<file path="config.mk">
export PLATFORM = sky130hd
export DESIGN_NAME = rf_wb_scoreboard_flat
export DESIGN_NICKNAME = d
export VERILOG_FILES = /design/src/rtl/rf_wb_scoreboard_if.sv /design/src/rtl/rf_wb_scoreboard.sv /design/src/flat_wrapper.sv
export SDC_FILE = /design/constraint.sdc
export NUM_CORES = 1
export LEC_CHECK = 0
export CELL_PAD_IN_SITES_DETAIL_PLACEMENT = 0
export CELL_PAD_IN_SITES_GLOBAL_PLACEMENT = 1
export CORE_ASPECT_RATIO = 0.6
export CORE_MARGIN = 2
export CORE_UTILIZATION = 25
export CTS_CLUSTER_SIZE = 16
export DETAILED_ROUTE_END_ITERATION = 7
export PLACE_DENSITY_LB_ADDON = 0.1
export SLEW_MARGIN = 10
export SYNTH_ARGS = -nofsm -noshare
export SYNTH_HDL_FRONTEND = slang
export SYNTH_SLANG_ARGS = --single-unit
</file>
<file path="constraint.sdc">
create_clock -name clk -period 2.3 [get_ports clk]
set_input_delay 0.345 -clock clk [delete_from_list [all_inputs] [get_ports clk]]
set_output_delay 0.345 -clock clk [all_outputs]
set_load 0.01 [all_outputs]
</file>
<file path="src/rtl/rf_wb_scoreboard_if.sv">
// Handshake bundle between the issue stage, the ALU/LSU writeback paths and the
// register-file writeback controller.
interface rf_wb_scoreboard_if #(
    parameter int XLEN = 32
);
    logic            issue_valid;
    logic [4:0]      issue_rd;
    logic [4:0]      issue_rs1;
    logic [4:0]      issue_rs2;
    logic            issue_stall;

    logic            alu_wb_valid;
    logic [4:0]      alu_wb_rd;
    logic [XLEN-1:0] alu_wb_data;
    logic            alu_wb_ready;

    logic            lsu_wb_valid;
    logic [4:0]      lsu_wb_rd;
    logic [XLEN-1:0] lsu_wb_data;
    logic            lsu_wb_ready;

    logic            rf_write_en;
    logic [4:0]      rf_write_reg;
    logic [XLEN-1:0] rf_write_data;
    logic [31:0]     busy_vec;

    modport master (
        output issue_valid, issue_rd, issue_rs1, issue_rs2,
        output alu_wb_valid, alu_wb_rd, alu_wb_data,
        output lsu_wb_valid, lsu_wb_rd, lsu_wb_data,
        input  issue_stall, alu_wb_ready, lsu_wb_ready,
        input  rf_write_en, rf_write_reg, rf_write_data, busy_vec
    );

    modport slave (
        input  issue_valid, issue_rd, issue_rs1, issue_rs2,
        input  alu_wb_valid, alu_wb_rd, alu_wb_data,
        input  lsu_wb_valid, lsu_wb_rd, lsu_wb_data,
        output issue_stall, alu_wb_ready, lsu_wb_ready,
        output rf_write_en, rf_write_reg, rf_write_data, busy_vec
    );
endinterface

</file>
<file path="src/rtl/rf_wb_scoreboard.sv">
// Writeback arbiter and busy scoreboard in front of the 32x32 register file:
// LSU-priority arbitration with ALU anti-starvation, RAW/WAW issue stalling.
module rf_wb_scoreboard #(
    parameter int XLEN         = 32,
    parameter int STARVE_LIMIT = 3
) (
    input logic               clk,
    input logic               rst,
    rf_wb_scoreboard_if.slave bus
);
    localparam logic [3:0] LIMIT = 4'(STARVE_LIMIT);

    logic [31:0]     busy_q;
    logic [31:0]     busy_nxt;
    logic [3:0]      starve_cnt;
    logic            alu_grant;
    logic            lsu_grant;
    logic            any_grant;
    logic [4:0]      g_rd;
    logic [XLEN-1:0] g_data;
    logic            issue_acc;

    // NOTE: every always_comb output gets a default first so no path can infer a latch.
    always_comb begin
        alu_grant = bus.alu_wb_valid & (~bus.lsu_wb_valid | (starve_cnt == LIMIT));
        lsu_grant = bus.lsu_wb_valid & ~alu_grant;
        any_grant = alu_grant | lsu_grant;
        g_rd      = bus.lsu_wb_rd;
        g_data    = bus.lsu_wb_data;
        if (alu_grant) begin
            g_rd   = bus.alu_wb_rd;
            g_data = bus.alu_wb_data;
        end
    end

    assign bus.alu_wb_ready = alu_grant;
    assign bus.lsu_wb_ready = lsu_grant;

    // Read data is stale while the register file is being written, so stall then too.
    assign bus.issue_stall = bus.issue_valid & (bus.rf_write_en
                           | ((bus.issue_rs1 != 5'd0) & busy_q[bus.issue_rs1])
                           | ((bus.issue_rs2 != 5'd0) & busy_q[bus.issue_rs2])
                           | ((bus.issue_rd  != 5'd0) & busy_q[bus.issue_rd]));

    assign issue_acc = bus.issue_valid & ~bus.issue_stall;

    // Clear is applied before set so a same-cycle issue to the same rd wins.
    always_comb begin
        busy_nxt = busy_q;
        if (any_grant) busy_nxt[g_rd] = 1'b0;
        if (issue_acc && bus.issue_rd != 5'd0) busy_nxt[bus.issue_rd] = 1'b1;
        busy_nxt[0] = 1'b0;
    end

    // NOTE: sequential state uses non-blocking assignments so every register samples pre-edge values.
    always_ff @(posedge clk or negedge rst) begin
        if (!rst) begin
            busy_q            <= '0;
            starve_cnt        <= '0;
            bus.rf_write_en   <= 1'b0;
            bus.rf_write_reg  <= '0;
            bus.rf_write_data <= '0;
        end else begin
            busy_q          <= busy_nxt;
            bus.rf_write_en <= any_grant & (g_rd != 5'd0);
            if (any_grant) begin
                bus.rf_write_reg  <= g_rd;
                bus.rf_write_data <= g_data;
            end
            if (!bus.alu_wb_valid || alu_grant) begin
                starve_cnt <= '0;
            end else if (starve_cnt != LIMIT) begin
                starve_cnt <= starve_cnt + 4'd1;
            end
        end
    end

    assign bus.busy_vec = busy_q;
endmodule

</file>
<file path="src/flat_wrapper.sv">
// flat-port wrapper written by rule: the top's interface ports become plain ports
module rf_wb_scoreboard_flat 
#(
    parameter int XLEN         = 32,
    parameter int STARVE_LIMIT = 3
)
  (clk, rst, bus_issue_valid, bus_issue_rd, bus_issue_rs1, bus_issue_rs2, bus_alu_wb_valid, bus_alu_wb_rd, bus_alu_wb_data, bus_lsu_wb_valid, bus_lsu_wb_rd, bus_lsu_wb_data, bus_issue_stall, bus_alu_wb_ready, bus_lsu_wb_ready, bus_rf_write_en, bus_rf_write_reg, bus_rf_write_data, bus_busy_vec);
  rf_wb_scoreboard_if #(.XLEN(XLEN)) bus_i ();
  input logic clk;
  input logic rst;
  input wire logic [$bits(bus_i.issue_valid)-1:0] bus_issue_valid;
  input wire logic [$bits(bus_i.issue_rd)-1:0] bus_issue_rd;
  input wire logic [$bits(bus_i.issue_rs1)-1:0] bus_issue_rs1;
  input wire logic [$bits(bus_i.issue_rs2)-1:0] bus_issue_rs2;
  input wire logic [$bits(bus_i.alu_wb_valid)-1:0] bus_alu_wb_valid;
  input wire logic [$bits(bus_i.alu_wb_rd)-1:0] bus_alu_wb_rd;
  input wire logic [$bits(bus_i.alu_wb_data)-1:0] bus_alu_wb_data;
  input wire logic [$bits(bus_i.lsu_wb_valid)-1:0] bus_lsu_wb_valid;
  input wire logic [$bits(bus_i.lsu_wb_rd)-1:0] bus_lsu_wb_rd;
  input wire logic [$bits(bus_i.lsu_wb_data)-1:0] bus_lsu_wb_data;
  output wire logic [$bits(bus_i.issue_stall)-1:0] bus_issue_stall;
  output wire logic [$bits(bus_i.alu_wb_ready)-1:0] bus_alu_wb_ready;
  output wire logic [$bits(bus_i.lsu_wb_ready)-1:0] bus_lsu_wb_ready;
  output wire logic [$bits(bus_i.rf_write_en)-1:0] bus_rf_write_en;
  output wire logic [$bits(bus_i.rf_write_reg)-1:0] bus_rf_write_reg;
  output wire logic [$bits(bus_i.rf_write_data)-1:0] bus_rf_write_data;
  output wire logic [$bits(bus_i.busy_vec)-1:0] bus_busy_vec;
  assign bus_i.issue_valid = bus_issue_valid;
  assign bus_i.issue_rd = bus_issue_rd;
  assign bus_i.issue_rs1 = bus_issue_rs1;
  assign bus_i.issue_rs2 = bus_issue_rs2;
  assign bus_i.alu_wb_valid = bus_alu_wb_valid;
  assign bus_i.alu_wb_rd = bus_alu_wb_rd;
  assign bus_i.alu_wb_data = bus_alu_wb_data;
  assign bus_i.lsu_wb_valid = bus_lsu_wb_valid;
  assign bus_i.lsu_wb_rd = bus_lsu_wb_rd;
  assign bus_i.lsu_wb_data = bus_lsu_wb_data;
  assign bus_issue_stall = bus_i.issue_stall;
  assign bus_alu_wb_ready = bus_i.alu_wb_ready;
  assign bus_lsu_wb_ready = bus_i.lsu_wb_ready;
  assign bus_rf_write_en = bus_i.rf_write_en;
  assign bus_rf_write_reg = bus_i.rf_write_reg;
  assign bus_rf_write_data = bus_i.rf_write_data;
  assign bus_busy_vec = bus_i.busy_vec;
  rf_wb_scoreboard #(.XLEN(XLEN), .STARVE_LIMIT(STARVE_LIMIT)) u_core (.clk(clk), .rst(rst), .bus(bus_i));
endmodule
</file>
; Word level (Yosys, flattened, before mapping)
; Cells that the tools add are included.
[totals]
ff_bits = 73
input_bits = 94
out_inout_bits = 73
elab_cells = 59
[classes]
add_sub_neg = 1
n_lt_le_gt_ge = 6
n_eq_ne = 2
mux = 16
bitwise_logic = 19
reduce_logical = 10
[op_table]
columns = op, n
row1 = $mux W32, 3
row2 = $and A32 B32 Y32, 1
row3 = $not A32 Y32, 1
row4 = $or A32 B32 Y32, 1
row5 = $lt A5 B6 Y1 const B, 4
row6 = $reduce_bool A5 Y1, 4
row7 = $bmux W1 S5, 3
row8 = $demux W1 S5, 2
row9 = $ge A5 B1 Y1 const B, 2
row10 = $and A1 B1 Y1, 8
row11 = $mux W4, 2
row12 = $mux W1, 5
row13 = $mux W5, 1
row14 = $or A1 B1 Y1, 5
row15 = $add A4 B1 Y4 const B, 1
row16 = $eq A4 B2 Y1 const B, 1
row17 = $ne A4 B2 Y1 const B, 1
row18 = $logic_and A1 B1 Y1, 3
row19 = $not A1 Y1, 3
row20 = $reduce_bool A2 Y1, 1
row21 = $logic_not A1 Y1, 1
row22 = $logic_or A1 B1 Y1, 1

; Longest topological paths before layout
[depth]
word_depth = 13
depth_mapped = 9
depth_no_buf = 8

; Least setup slack after synthesis
; Ideal clock, no wire load.
[synth_path]
path_type = input to output
from = in bus_issue_rd[0]
to = out bus_issue_stall
arrival_time_ns = 1.966
required_ns = 1.955
slack_ns = -0.011
stages = 9
path_buffers = 3
cell_sequence = buf_2 -> buf_2 -> mux2_2 -> nand2_1 -> o21ai_0 -> o21bai_1 -> nand4_1 -> clkbuf_1 -> o21a_1
[synth_via]
elab_chain_cells = 5
word_cells_on_any_way = 6
cone_classes = mux (2) / bitwise (3) / reduce/logical (1)
[synth_lines]
columns = item, line
row1 = "start, declared", flat_wrapper.sv:12  ; input wire logic [$bits(bus_i.issue_rd)-1:0] bus_issue_rd;
row2 = $bmux W1 S5, rf_wb_scoreboard.sv:43  ; | ((bus.issue_rd != 5'd0) & busy_q[bus.issue_rd]));
row3 = $mux W1 (implied by the code), rf_wb_scoreboard.sv:43
row4 = $and A1 B1 Y1 *, rf_wb_scoreboard.sv:43
row5 = $or A1 B1 Y1 *, rf_wb_scoreboard.sv:43
row6 = $and A1 B1 Y1 *, rf_wb_scoreboard.sv:40  ; assign bus.issue_stall = bus.issue_valid & (bus.rf_write_en
row7 = "end, declared", flat_wrapper.sv:21  ; output wire logic [$bits(bus_i.issue_stall)-1:0] bus_issue_stall;
; Mark *: on every way between the ends. The rest lies on a longest branch, timed or not. The select of a mux whose other input is x is not followed.

; Worst setup path in the final report
[layout_path]
from = reg u_core.busy_q[15] (netlist: u_core.bus.busy_vec[15])
to = out bus_issue_stall
[layout_via]
elab_chain_cells = 7
word_cells_on_any_way = 13
cone_classes = mux (6) / bitwise (7)
[layout_lines]
columns = item, line
row1 = "start, declared", rf_wb_scoreboard.sv:13  ; logic [31:0] busy_q;
row2 = "start signal, assigned", rf_wb_scoreboard.sv:64  ; busy_q <= busy_nxt;
row3 = $bmux W1 S5, rf_wb_scoreboard.sv:41  ; | ((bus.issue_rs1 != 5'd0) & busy_q[bus.issue_rs1])
row4 = $mux W1 (implied by the code), rf_wb_scoreboard.sv:41
row5 = $and A1 B1 Y1, rf_wb_scoreboard.sv:41
row6 = $or A1 B1 Y1, rf_wb_scoreboard.sv:41
row7 = $or A1 B1 Y1, rf_wb_scoreboard.sv:42  ; | ((bus.issue_rs2 != 5'd0) & busy_q[bus.issue_rs2])
row8 = $or A1 B1 Y1 *, rf_wb_scoreboard.sv:43
row9 = $and A1 B1 Y1 *, rf_wb_scoreboard.sv:40
; Marked as above.

==> flow_summary.yaml <==
sta:
  skew_ns: 0.0115
  slew_viol_final: 0
  fmax_ghz: 0.391
  setup_viol: 32
  fin_crit_sh: 1.11
  hold_violations: 0
  setup_ws_ns: -0.257
  fin_crit_ns: 2.56
  grt_setup_unrepaired: "yes"
  slew_headroom: 0.388
  worst_pin_slew_ns: 0.915
logic_synthesis:
  synth_edf_count: 0
  syn_area_per_cell_um2: 9.25
  synth-seq-cells: 73
  synthCells: 470
  yosys.area.top_type: "dfrtp_1"
  ys_types: 50
  ys_seq_area_frac: 0.420
  yosysWarnings: 0
  async_flop_share: 1.00
  synth_top_area_share: 0.420
  synth_fp_nets: 565
  synthTopCellsByArea: "dfrtp_1, o21ai_0, mux4_2"
  synth_area_um2: 4350
  synth-main-ff-cell: "dfrtp_1"
critical_path:
  worstPathCellList: "mux4_2 -> nor2b_4 -> nor3_2 -> nand4_1 -> o21a_1 -> buf_2"
  critPathLaunchType: "flop"
  arrival_ns: 2.21
  crit_slowest_cell: "mux4_2"
  end_kind: "output port"
  required_ns: 1.96
  crit_path_max_incr_delay_ns: 0.49
  cp_max_fo: 4
  crit_type: "reg -> out"
routing:
  drcViolationCount: 0
  dr.pass1.iters: 4
  postRouteAntennaNets: 0
  vias_per_cell: 5.06
  wl_per_cell_um: 20.1
  wl_mm: 19.7
  drt_iter0_drc: 339
  vias: 4958
outcome:
  violations: "negative setup slack"
  outcome: "finished, violations left"
floorplan:
  die_width_um: 174
  dieHeight_um: 106
  rows: 37
  core_um2: 17100
  pin_count: 167
  floorplan.initialDensity: 0.255
  dieArea_um2: 18500
final_layout:
  mostFrequentLayoutCells: "clkdlybuf4s50_1, buf_4, nand2_1, dfrtp_1, nor2_1"
  drive_above_1_share: 0.326
  areaGrowthSynthToFinish_pct: 88.7
  fin_util: 0.480
  nets: 836
  fin_area_um2: 8210
  num_antenna_cells: 0
  largest_reg_flops: 32
  final_common_cell: "clkdlybuf4s50_1"
run:
  drv_cap: 0
global_routing:
  grt_max_degree: 43
  grt_first_pass_wirelength_mm: 28.3
  grt_pass1_vias: 4950
  antenna_found_initial: 0
  grt.total_usage: 0.198
  grt_overflow_total: 0
cts:
  cts.sinks: 73
  numCtsBuffers: 9
  cts_root_buf: "clkbuf_16"
  path_clk_slew_ns: 0.07
  insertion_delay_ns: 0.34
  cts_tree: "built"
  clockBufferDepth: 2
  htreeDepth: 3
placed_design:
  globalplace.congestion: 0.916
  dp_slack_ns: -0.777
  post-dp-hpwl_mm: 13.9
  dpl_cell_area_um2: 6890
  io_buffer_count: 165
pwr:
  vdd_drop_max_uv: 296
  finalPower_mw: 4.78
  powerDensity_nw_per_um2: 582
  cellLeakagePower_nw: 3.74
min_path:
  hp-class: "reg -> reg"
[per-layer routing]
| metal | vias up | part of all wire | global-route usage |
|---|---|---|---|
| li1 | 2291 | - | - |
| met4 | 0 | 0.0052 | 0.0384 |
| met1 | 2466 | 0.50 | 0.303 |
| met3 | 10 | 0.077 | 0.0565 |
| met5 | - | 0 | 0 |
| met2 | 191 | 0.42 | 0.272 |
[what timing repair did]
action                                  in CTS  in global routing
setup buffers                                9                 13
resized for setup                           55                100
gates cloned                                 1                  5
endpoints found under the setup margin      34                 32
hold endpoints to repair                    14                  0
hold buffers                                 1                  0
pin swaps                                   11                 23
[cells by family after synthesis]
| kind of cell | Yosys count | share of synthesized area |
|---|---|---|
| muxes | 39 | 0.129 |
| xor gates and xnor gates | 2 | 0.00403 |
| buffers and inverters | 36 | 0.0417 |
| adders and majority gates | 1 | 0.00288 |
| DFF | 73 | 0.420 |
| AOI/OAI and AO/OA | 161 | 0.232 |
| and+or+nand+nor | 157 | 0.169 |
| other | 1 | 0.000862 |
[worst paths after layout]
| path | from | endpoint | slack, ns | cells past startpoint |
|---|---|---|---|---|
| worst max-delay path | u_core.bus.busy_vec[15] | bus_issue_stall | -0.26 | 6 |
| worst min-delay path | u_core.starve_cnt[0] | u_core.starve_cnt[0] | 0.47 | 1 |
| worst max register to register | u_core.bus.busy_vec[15] | u_core.bus.busy_vec[3] | -0.19 | 8 |
| worst min register to register | u_core.starve_cnt[0] | u_core.starve_cnt[0] | 0.47 | 1 |
| max in group asynchronous | rst | u_core.bus.busy_vec[28] | 1.15 | 3 |
| min in group asynchronous | rst | u_core.bus.rf_write_data[10] | 0.54 | 2 |
[critical path: cells and delay by family (launching register included)]
family	cells	cell delay [ns]
buffers and inverters	1	0.14
AND/OR/NAND/NOR	3	0.53
multiplexers	1	0.49
AO/OA/AOI/OAI	1	0.24
flip-flops	1	0.47
[metrics by stage]
stage | setup TNS, ns | hold WS (ns) | cells
2_1_floorplan | 0 | 0.0494 | 470
3_3_place_gp | -17.77 | 0.355 | 935
3_5_place_dp | -17.93 | 0.358 | 935
4_1_cts | -0.314 | 0.473 | 962
5_1_grt | -6.86 | 0.492 | 980
6_report | -3.94 | 0.471 | 980
[area by class of cell]
cell class / count / area, um^2
clock buffers: 9 / 225
clock inverters: 7 / 100
fillers: 1590 / 8880
inverters: 4 / 17.5
multi-input cells: 361 / 2920
flip-flops and latches: 73 / 1850
well taps: 234 / 293
repair buffers: 292 / 2800
[cell usage after synthesis, types with 2 or more instances]
cell	count
nand2b_1	9
clkbuf_1	19
buf_1	3
mux2_1	3
o41ai_2	2
nor4_1	2
mux2_4	2
o21a_1	2
and3_1	3
nor2b_1	8
dfrtp_1	73
o22ai_1	3
buf_6	5
a21oi_1	36
a211oi_1	6
inv_1	3
mux2i_1	17
o21ai_0	66
nor3b_1	6
o41ai_1	29
nor3_1	4
o21ai_1	3
mux4_2	12
or3b_2	2
nand2_1	59
mux2_2	5
nand3b_1	5
a31oi_1	4
nand3_1	6
nor2_1	48
o21bai_1	3
buf_2	4
[report_power, final]
part	leakage [nW]	internal, mW	total (mW)	switching [mW]
sequential	0.883	1.43	1.59	0.161
clock	0.160	0.960	1.54	0.583
combinational	2.70	0.913	1.65	0.734
No activity file was read; power rests on OpenSTA's default activity.
